`config.mk`:
```
export PLATFORM = sky130hd
export DESIGN_NAME = lane_distributor
export DESIGN_NICKNAME = d
export VERILOG_FILES = /design/src/rtl/pcs_lane_pkg.sv /design/src/rtl/lane_dist_permute.sv /design/src/rtl/lane_distributor.sv
export SDC_FILE = /design/constraint.sdc
export NUM_CORES = 2
export LEC_CHECK = 0
export CAP_MARGIN = 30
export CORE_UTILIZATION = 30
export DETAILED_ROUTE_END_ITERATION = 12
export GPL_ROUTABILITY_DRIVEN = 1
export GPL_TIMING_DRIVEN = 0
export PLACE_DENSITY = 0.57
export SLEW_MARGIN = 20
export SYNTH_ARGS = -nofsm -noshare
export SYNTH_HDL_FRONTEND = slang
export SYNTH_SLANG_ARGS = --single-unit
```
`constraint.sdc`:
```
create_clock -name i_clock -period 5.21 [get_ports i_clock]
set_input_delay 1.563 -clock i_clock [delete_from_list [all_inputs] [get_ports i_clock]]
set_output_delay 1.563 -clock i_clock [all_outputs]
set_load 0.01 [all_outputs]
```
`src/rtl/pcs_lane_pkg.sv`:
```
// Shared PCS lane constants, idle pad block and lane distributor FSM encoding.
package pcs_lane_pkg;

  localparam int NB_DATA = 66;
  localparam int N_LANES = 20;
  localparam int NB_ID   = (N_LANES > 1) ? $clog2(N_LANES) : 1;

  localparam logic [NB_DATA-1:0] IDLE_BLOCK = {2'b10, 8'h1E, 56'h0};

  typedef enum logic {
    ST_IDLE = 1'b0,
    ST_FILL = 1'b1
  } lane_dist_state_t;

endpackage

```
`src/rtl/lane_dist_permute.sv`:
```
// Output lane permutation: physical lane k carries logical lane i_lane_ids[k].
// Field 0 is the MSB field; a selector >= N_LANES drives zeros on that lane.
module lane_dist_permute #(
  parameter int NB_DATA = 66,
  parameter int N_LANES = 20,
  parameter int NB_ID   = 5
) (
  input  logic [NB_DATA*N_LANES-1:0] i_data_bus,
  input  logic [NB_ID*N_LANES-1:0]   i_lane_ids,
  output logic [NB_DATA*N_LANES-1:0] o_data_bus
);

  always_comb begin
    int sel;
    o_data_bus = '0;
    sel        = 0;
    for (int k = 0; k < N_LANES; k++) begin
      sel = int'(i_lane_ids[(N_LANES-1-k)*NB_ID +: NB_ID]);
      if (sel < N_LANES)
        o_data_bus[(N_LANES-1-k)*NB_DATA +: NB_DATA] =
          i_data_bus[(N_LANES-1-sel)*NB_DATA +: NB_DATA];
    end
  end

endmodule

```
`src/rtl/lane_distributor.sv`:
```
// Round-robin 1-to-N block distributor with double-buffered N-lane output.
// Define LANE_DIST_SWAP_EN to permute output lanes via i_lane_ids.
module lane_distributor #(
  parameter int NB_DATA     = pcs_lane_pkg::NB_DATA,
  parameter int N_LANES     = pcs_lane_pkg::N_LANES,
  parameter int NB_ID       = (N_LANES > 1) ? $clog2(N_LANES) : 1,
  parameter int NB_DATA_BUS = NB_DATA*N_LANES,
  parameter logic [NB_DATA-1:0] IDLE_BLOCK = pcs_lane_pkg::IDLE_BLOCK
) (
  input  logic                     i_clock,
  input  logic                     i_reset_n,
  input  logic                     i_enable,
  input  logic                     i_valid,
  input  logic                     i_flush,
  input  logic [NB_DATA-1:0]       i_data,
  input  logic [NB_ID*N_LANES-1:0] i_lane_ids,
  output logic [NB_DATA_BUS-1:0]   o_data,
  output logic                     o_valid,
  output logic [NB_ID-1:0]         o_lane_ptr,
  output logic                     o_busy
);
  import pcs_lane_pkg::*;

  lane_dist_state_t       state, state_nxt;
  logic [NB_ID-1:0]       wr_ptr, wr_ptr_nxt;
  logic [NB_DATA-1:0]     fill_buf [N_LANES];
  logic [NB_ID:0]         fill_cnt;
  logic                   accept, flush_req, last, emit;
  logic [NB_DATA_BUS-1:0] round_bus, out_bus;

  assign accept    = i_enable && i_valid;
  assign flush_req = i_enable && i_flush;
  assign last      = accept && (wr_ptr == NB_ID'(N_LANES-1));
  // A flush only closes a round that actually holds at least one block.
  assign emit      = last || (flush_req && ((state == ST_FILL) || accept));
  assign fill_cnt  = {1'b0, wr_ptr} + (NB_ID+1)'(accept);

  always_comb begin
    round_bus = '0;
    for (int k = 0; k < N_LANES; k++) begin
      if (accept && (wr_ptr == NB_ID'(k)))
        round_bus[(N_LANES-1-k)*NB_DATA +: NB_DATA] = i_data;
      else if ((NB_ID+1)'(k) < fill_cnt)
        round_bus[(N_LANES-1-k)*NB_DATA +: NB_DATA] = fill_buf[k];
      else
        round_bus[(N_LANES-1-k)*NB_DATA +: NB_DATA] = IDLE_BLOCK;
    end
  end

`ifdef LANE_DIST_SWAP_EN
  lane_dist_permute #(
    .NB_DATA (NB_DATA),
    .N_LANES (N_LANES),
    .NB_ID   (NB_ID)
  ) u_permute (
    .i_data_bus (round_bus),
    .i_lane_ids (i_lane_ids),
    .o_data_bus (out_bus)
  );
`else
  logic unused_lane_ids;
  assign unused_lane_ids = ^i_lane_ids;
  assign out_bus         = round_bus;
`endif

  always_comb begin
    state_nxt  = state;
    wr_ptr_nxt = wr_ptr;
    case (state)
      ST_IDLE: if (accept && !emit) state_nxt = ST_FILL;
      ST_FILL: if (emit)            state_nxt = ST_IDLE;
      default:                      state_nxt = ST_IDLE;
    endcase
    if (emit)
      wr_ptr_nxt = '0;
    else if (accept)
      wr_ptr_nxt = (wr_ptr == NB_ID'(N_LANES-1)) ? '0 : wr_ptr + 1'b1;
  end

  // Stage boundary: fill buffer, FSM and output register.
  always_ff @(posedge i_clock or negedge i_reset_n) begin
    if (!i_reset_n) begin
      state   <= ST_IDLE;
      wr_ptr  <= '0;
      o_valid <= 1'b0;
      o_data  <= '0;
      for (int k = 0; k < N_LANES; k++) fill_buf[k] <= '0;
    end else begin
      state   <= state_nxt;
      wr_ptr  <= wr_ptr_nxt;
      o_valid <= emit;
      if (emit)
        o_data <= out_bus;
      if (accept && !emit)
        fill_buf[wr_ptr] <= i_data;
    end
  end

  assign o_lane_ptr = wr_ptr;
  assign o_busy     = (state == ST_FILL);

endmodule

```
# Word level (Yosys, flattened, before mapping)
# Index checks and enable logic that the tools add are counted.
dict set report totals {
  reg_bits 2647
  input_bits 171
  out_inout_bits 1327
}
dict set report classes {
  addsub 2
  magnitude_cmp 22
  eq_ne 19
  muxes 49
  bitwise 2
  reduce_logical 30
}
# op n
set ops {}
lappend ops {{$mux W66} 41}
lappend ops {{$bwmux W1320} 1}
lappend ops {{$demux W66 S5} 1}
lappend ops {{$lt A4 B6 Y1 const A} 8}
lappend ops {{$eq A5 B4 Y1 const B} 8}
lappend ops {{$logic_and A1 B1 Y1} 25}
lappend ops {{$lt A3 B6 Y1 const A} 4}
lappend ops {{$lt A5 B6 Y1 const A} 4}
lappend ops {{$eq A5 B3 Y1 const B} 4}
lappend ops {{$eq A5 B5 Y1 const B} 4}
lappend ops {{$mux W5} 3}
lappend ops {{$lt A1 B6 Y1 const A} 2}
lappend ops {{$lt A2 B6 Y1 const A} 2}
lappend ops {{$eq A5 B2 Y1 const B} 2}
lappend ops {{$add A5 B1 Y6} 1}
lappend ops {{$ge A6 B6 Y1 const B} 1}
lappend ops {{$lt A6 B1 Y1 const B} 1}
lappend ops {{$not A5 Y6} 1}
lappend ops {{$add A5 B1 Y5 const B} 1}
lappend ops {{$eq A5 B1 Y1 const B} 1}
lappend ops {{$logic_not A5 Y1} 1}
lappend ops {{$logic_or A1 B1 Y1} 2}
lappend ops {{$mux W1} 2}
lappend ops {{$pmux W1 S2} 1}
lappend ops {{3 further kinds} 3}

# Logic depth before layout (Yosys ltp)
dict set report logic_depth {
  word_depth 8
  ltp_mapped 13
  ltp_nobuf 9
}

# Least setup slack after synthesis
# Ideal clock, no wire load.
dict set report synth_path {
  path_kind {input-to-reg}
  from {input i_enable}
  to {register o_data[620]}
  t_arrival_ns 4.058
  t_required_ns 5.084
  setup_slack_ns 1.026
  path_stages 12
  n_path_buf 3
  path_cell_list {clkbuf_1 > nand2_1 > inv_1 > ha_1 > ha_1 > and3_1 > mux2i_2 > o21ai_0 > and3_1 > buf_2 > buf_1 > a221o_1}
}
dict set report synth_between {
  elab_chain_cells 5
  elab_cells_between_ends 11
}
# element line
set synth_rtl {}
lappend synth_rtl {{start: declaration} lane_distributor.sv:12} ;# input logic i_enable,
lappend synth_rtl {{$logic_and A1 B1 Y1} lane_distributor.sv:31} ;# assign accept = i_enable && i_valid;
lappend synth_rtl {{$add A5 B1 Y6} lane_distributor.sv:36} ;# assign fill_cnt = {1'b0, wr_ptr} + (NB_ID+1)'(accept);
lappend synth_rtl {{$lt A4 B6 Y1} lane_distributor.sv:43} ;# else if ((NB_ID+1)'(k) < fill_cnt)
lappend synth_rtl {{$mux W66} lane_distributor.sv:43}
lappend synth_rtl {{$mux W66} lane_distributor.sv:41} ;# if (accept && (wr_ptr == NB_ID'(k)))
lappend synth_rtl {{end signal: assignment} lane_distributor.sv:93} ;# o_data <= out_bus;
lappend synth_rtl {{end: declaration} lane_distributor.sv:17} ;# output logic [NB_DATA_BUS-1:0] o_data,
# Several ways; a longest one is shown, not always the timed one.
# A chain may end at the register's enable or synchronous reset.

# Worst setup path in the final report
dict set report layout_path {
  from {input i_valid}
  to {register o_data[514]}
}
dict set report layout_between {
  elab_chain_cells 5
  elab_cells_between_ends 10
}
# element line
set layout_rtl {}
lappend layout_rtl {{start: declaration} lane_distributor.sv:13} ;# input logic i_valid,
lappend layout_rtl {{$logic_and A1 B1 Y1 *} lane_distributor.sv:31}
lappend layout_rtl {{$add A5 B1 Y6} lane_distributor.sv:36}
lappend layout_rtl {{$lt A4 B6 Y1} lane_distributor.sv:43}
lappend layout_rtl {{$mux W66} lane_distributor.sv:43}
lappend layout_rtl {{$mux W66} lane_distributor.sv:41}
# Mark *: on every way between the ends. The rest lies on a longest branch, timed or not.

==> results.ini <==
[outcome]
status = complete, but fails checks
violations = setup timing

[drt]
ant_nets = 0
routedWlPerCell_um = 39.6
vias = 98100
drc = 0
first_iter_violations = 12200
avgViaCountPerCell = 5.74
drt_wl_total_um = 676000
first_pass_iters = 6

[synth]
syn_area_mm2 = 0.113
yosys_register_bits = 2647
synth-edff-count = 0
async_reset_ff_frac = 1.00
ys_types = 62
synth_nets = 10100
netlist_instances = 9904
syn_area_per_cell_um2 = 11.4
ys_seq_area_frac = 0.587
yosys_warnings = 0
ys.flop_type = dfrtp_1

[clock_network]
htreeDepth = 5
clkTransAtPathRegs_ns = 0.06
clk_latency_ns = 0.95
clock-sinks = 2647
cts_hold_buffers = 0
clockBufferDepth = 4
clockRootBuffer = clkbuf_16
numCtsBuffers = 308
cts_tree = built

[floorplanning]
die_w_um = 615
core_area_mm2 = 0.373
die-area_mm2 = 0.378
ios = 1498
initial_core_util = 0.302
die_h_um = 615
fp-row-count = 224

[finish]
final_common_cell = dfrtp_1
area_delta_synth_final_pct = 30.0
final_nets = 11900
final_area_mm2 = 0.147
most-common-layout-cells = dfrtp_1, clkdlybuf4s50_1, mux2_2, nand2_1, clkbuf_1
drive_above_1_share = 0.185
nFillCells = 36400

[worst_setup_path]
cp_data_required_time_ns = 5.96
path_delay_family = buffers and inverters
critical_path_arrival_ns = 5.99
crit_type = in -> reg
cp_num_cells = 10
regToRegSetupSlack_ns = 0.28
crit_path_max_incr_delay_ns = 0.87
setup.worst_path.start = i_valid
r2r_end = o_data[514]
r2r_cells = 10
crit_top_cell = buf_2
r2r_start = o_lane_ptr[0]
path_cells = clkdlybuf4s50_1 -> and4b_1 -> buf_2 -> a21oi_4 -> inv_2 -> buf_4 -> buf_2 -> buf_2 -> buf_1 -> a31oi_1
cp-start-kind = input pin
cp_num_buf_inv = 7
endpoint = o_data[514]
worst-path-max-fanout = 13
crit_slowest_cell = buf_2
crit_path_end_kind = flip-flop

[place]
postPlaceCellArea_mm2 = 0.136
io_buffer_count = 1336
place.gp.congestion = 0.943
hpwl_um = 521000

[grt]
antenna_found_initial = 108
grt_pass1_wl_um = 882000
grt_usage = 0.347
first_global_vias = 91700
grt_overflow = 0
grt_max_degree = 146

[sta]
grt_setup_unrepaired = no
fin_worst_skew_ns = 0.0578
report.final.slew_viol_count = 0
slew_headroom = 0.225
timing.hold.ws_ns = 0.456
worst_pin_slew_ns = 1.16
setup_slack_ns = -0.0326
period_share = 1.01
finalHoldViolCount = 0
final-setup-viol-count = 10
fmaxAchievable_mhz = 191
fin_crit_ns = 5.24

[hold_path]
min_path_cells = 1
hold_class = reg -> reg

[pwr]
ir_drop_uv = 314
cellPowerDensity_mw_per_mm2 = 391
p_leak_nw = 68.0

[flow_run]
drv_cap = 0

where the power goes:
group / internal [mW] / leakage (nW) / total (mW) / switching [mW]
logic: 3.93 / 28.0 / 9.75 / 5.82
registers: 23.0 / 34.9 / 24.7 / 1.66
clock network: 13.2 / 5.12 / 22.9 / 9.67
total: 40.1 / 68.0 / 57.3 / 17.1
worst min-delay path by stage:
stage | start | to | slack, ns
floorplan | fill_buf[0] | fill_buf[0] | 0.43
global placement | fill_buf[12] | fill_buf[12] | 0.44
detailed placement | fill_buf[6] | fill_buf[6] | 0.45
CTS | fill_buf[27] | fill_buf[27] | 0.46
global route | fill_buf[3] | fill_buf[3] | 0.47
finish | fill_buf[25] | fill_buf[25] | 0.46
final cells by class:
cell class              count  area (µm²)  share of cell area
multi-input cells        6027       41400               0.283
inverters                  26        97.6            0.000666
clock inverters           110        1530              0.0104
repair buffers           1512       16500               0.112
flip-flops and latches   2647       66200               0.452
well taps                4972        6220              0.0424
clock buffers             449        8880              0.0606
plain buffers            1202        5380              0.0367
diodes                    128         320             0.00219
cell usage after synthesis (3+ instances only):
| master | instances | area [µm²] |
|---|---|---|
| a211oi_1 | 14 | 105 |
| a21oi_1 | 671 | 3360 |
| a221o_1 | 367 | 3670 |
| a221oi_1 | 122 | 1070 |
| a22o_1 | 6 | 52.6 |
| a22oi_1 | 3 | 22.5 |
| a2bb2oi_1 | 10 | 87.6 |
| a311oi_1 | 61 | 534 |
| a31oi_1 | 133 | 832 |
| a41o_1 | 122 | 1220 |
| and3_1 | 620 | 3880 |
| and4b_1 | 4 | 40.0 |
| buf_1 | 53 | 199 |
| buf_2 | 284 | 1420 |
| buf_4 | 28 | 210 |
| buf_6 | 32 | 360 |
| clkbuf_1 | 806 | 3030 |
| dfrtp_1 | 2647 | 66200 |
| ha_1 | 8 | 100 |
| inv_1 | 25 | 93.8 |
| mux2_1 | 123 | 1390 |
| mux2_2 | 1112 | 12500 |
| nand2_1 | 880 | 3300 |
| nand3_1 | 441 | 2210 |
| nand4_1 | 64 | 400 |
| nand4b_1 | 4 | 35.0 |
| nor2_1 | 632 | 2370 |
| nor2_2 | 4 | 25.0 |
| nor2b_1 | 3 | 18.8 |
| nor3_1 | 41 | 205 |
| nor4_1 | 5 | 31.3 |
| o211ai_1 | 65 | 488 |
| o21ai_0 | 218 | 1090 |
| o21ai_1 | 70 | 350 |
| o21bai_1 | 15 | 113 |
| o22a_1 | 122 | 1070 |
| o22ai_1 | 10 | 62.6 |
| o2bb2ai_1 | 5 | 43.8 |
| o31ai_1 | 5 | 37.5 |
| or2_2 | 8 | 50.1 |
| or3_1 | 35 | 219 |
| xnor2_1 | 3 | 26.3 |
metrics by stage:
step | TNS [ns] | util | worst slack (ns) | cells | power [mW]
2_1_floorplan | 0 | - | 1.03 | 9904 | 28.5
3_3_place_gp | - | 0.355 | -125.34 | 16200 | 34.3
3_5_place_dp | -1177.55 | 0.363 | -2.06 | 16400 | 34.6
4_1_cts | 0 | 0.391 | 0.0235 | 16900 | 57.2
5_1_grt | 0 | 0.392 | 0.0183 | 17000 | 58.8
6_report | -0.202 | 0.393 | -0.0326 | 17100 | 57.3
metal layers:
layer	GRT usage	share of wire	vias up
met5	0	0.00027	-
met4	0.300	0.10	26
met3	0.109	0.11	1465
met2	0.504	0.43	6161
met1	0.416	0.37	51000
li1	-	-	39400
registers in the layout (all words and copies together), names as in the netlist:
register / count
o_valid: 1
fill_buf: 1320
o_data: 1320
o_lane_ptr: 5
o_busy: 1
logic make-up after synthesis:
kind of cell	Yosys count	share of synthesized area
adders and majority gates	8	0.000888
xor gates and xnor gates	4	0.000311
buffers and inverters	1230	0.0472
AOI/OAI and AO/OA	2029	0.127
muxes	1236	0.123
DFF	2647	0.587
and+or+nand+nor	2750	0.114
what timing repair did:
item,4_1_cts,5_1_grt
resized for setup,16,25
cloned,0,0
buffers inserted,6,1
setup endpoints to repair,378,563
pin swaps,1,0
No activity file was read; power rests on OpenSTA's default activity.
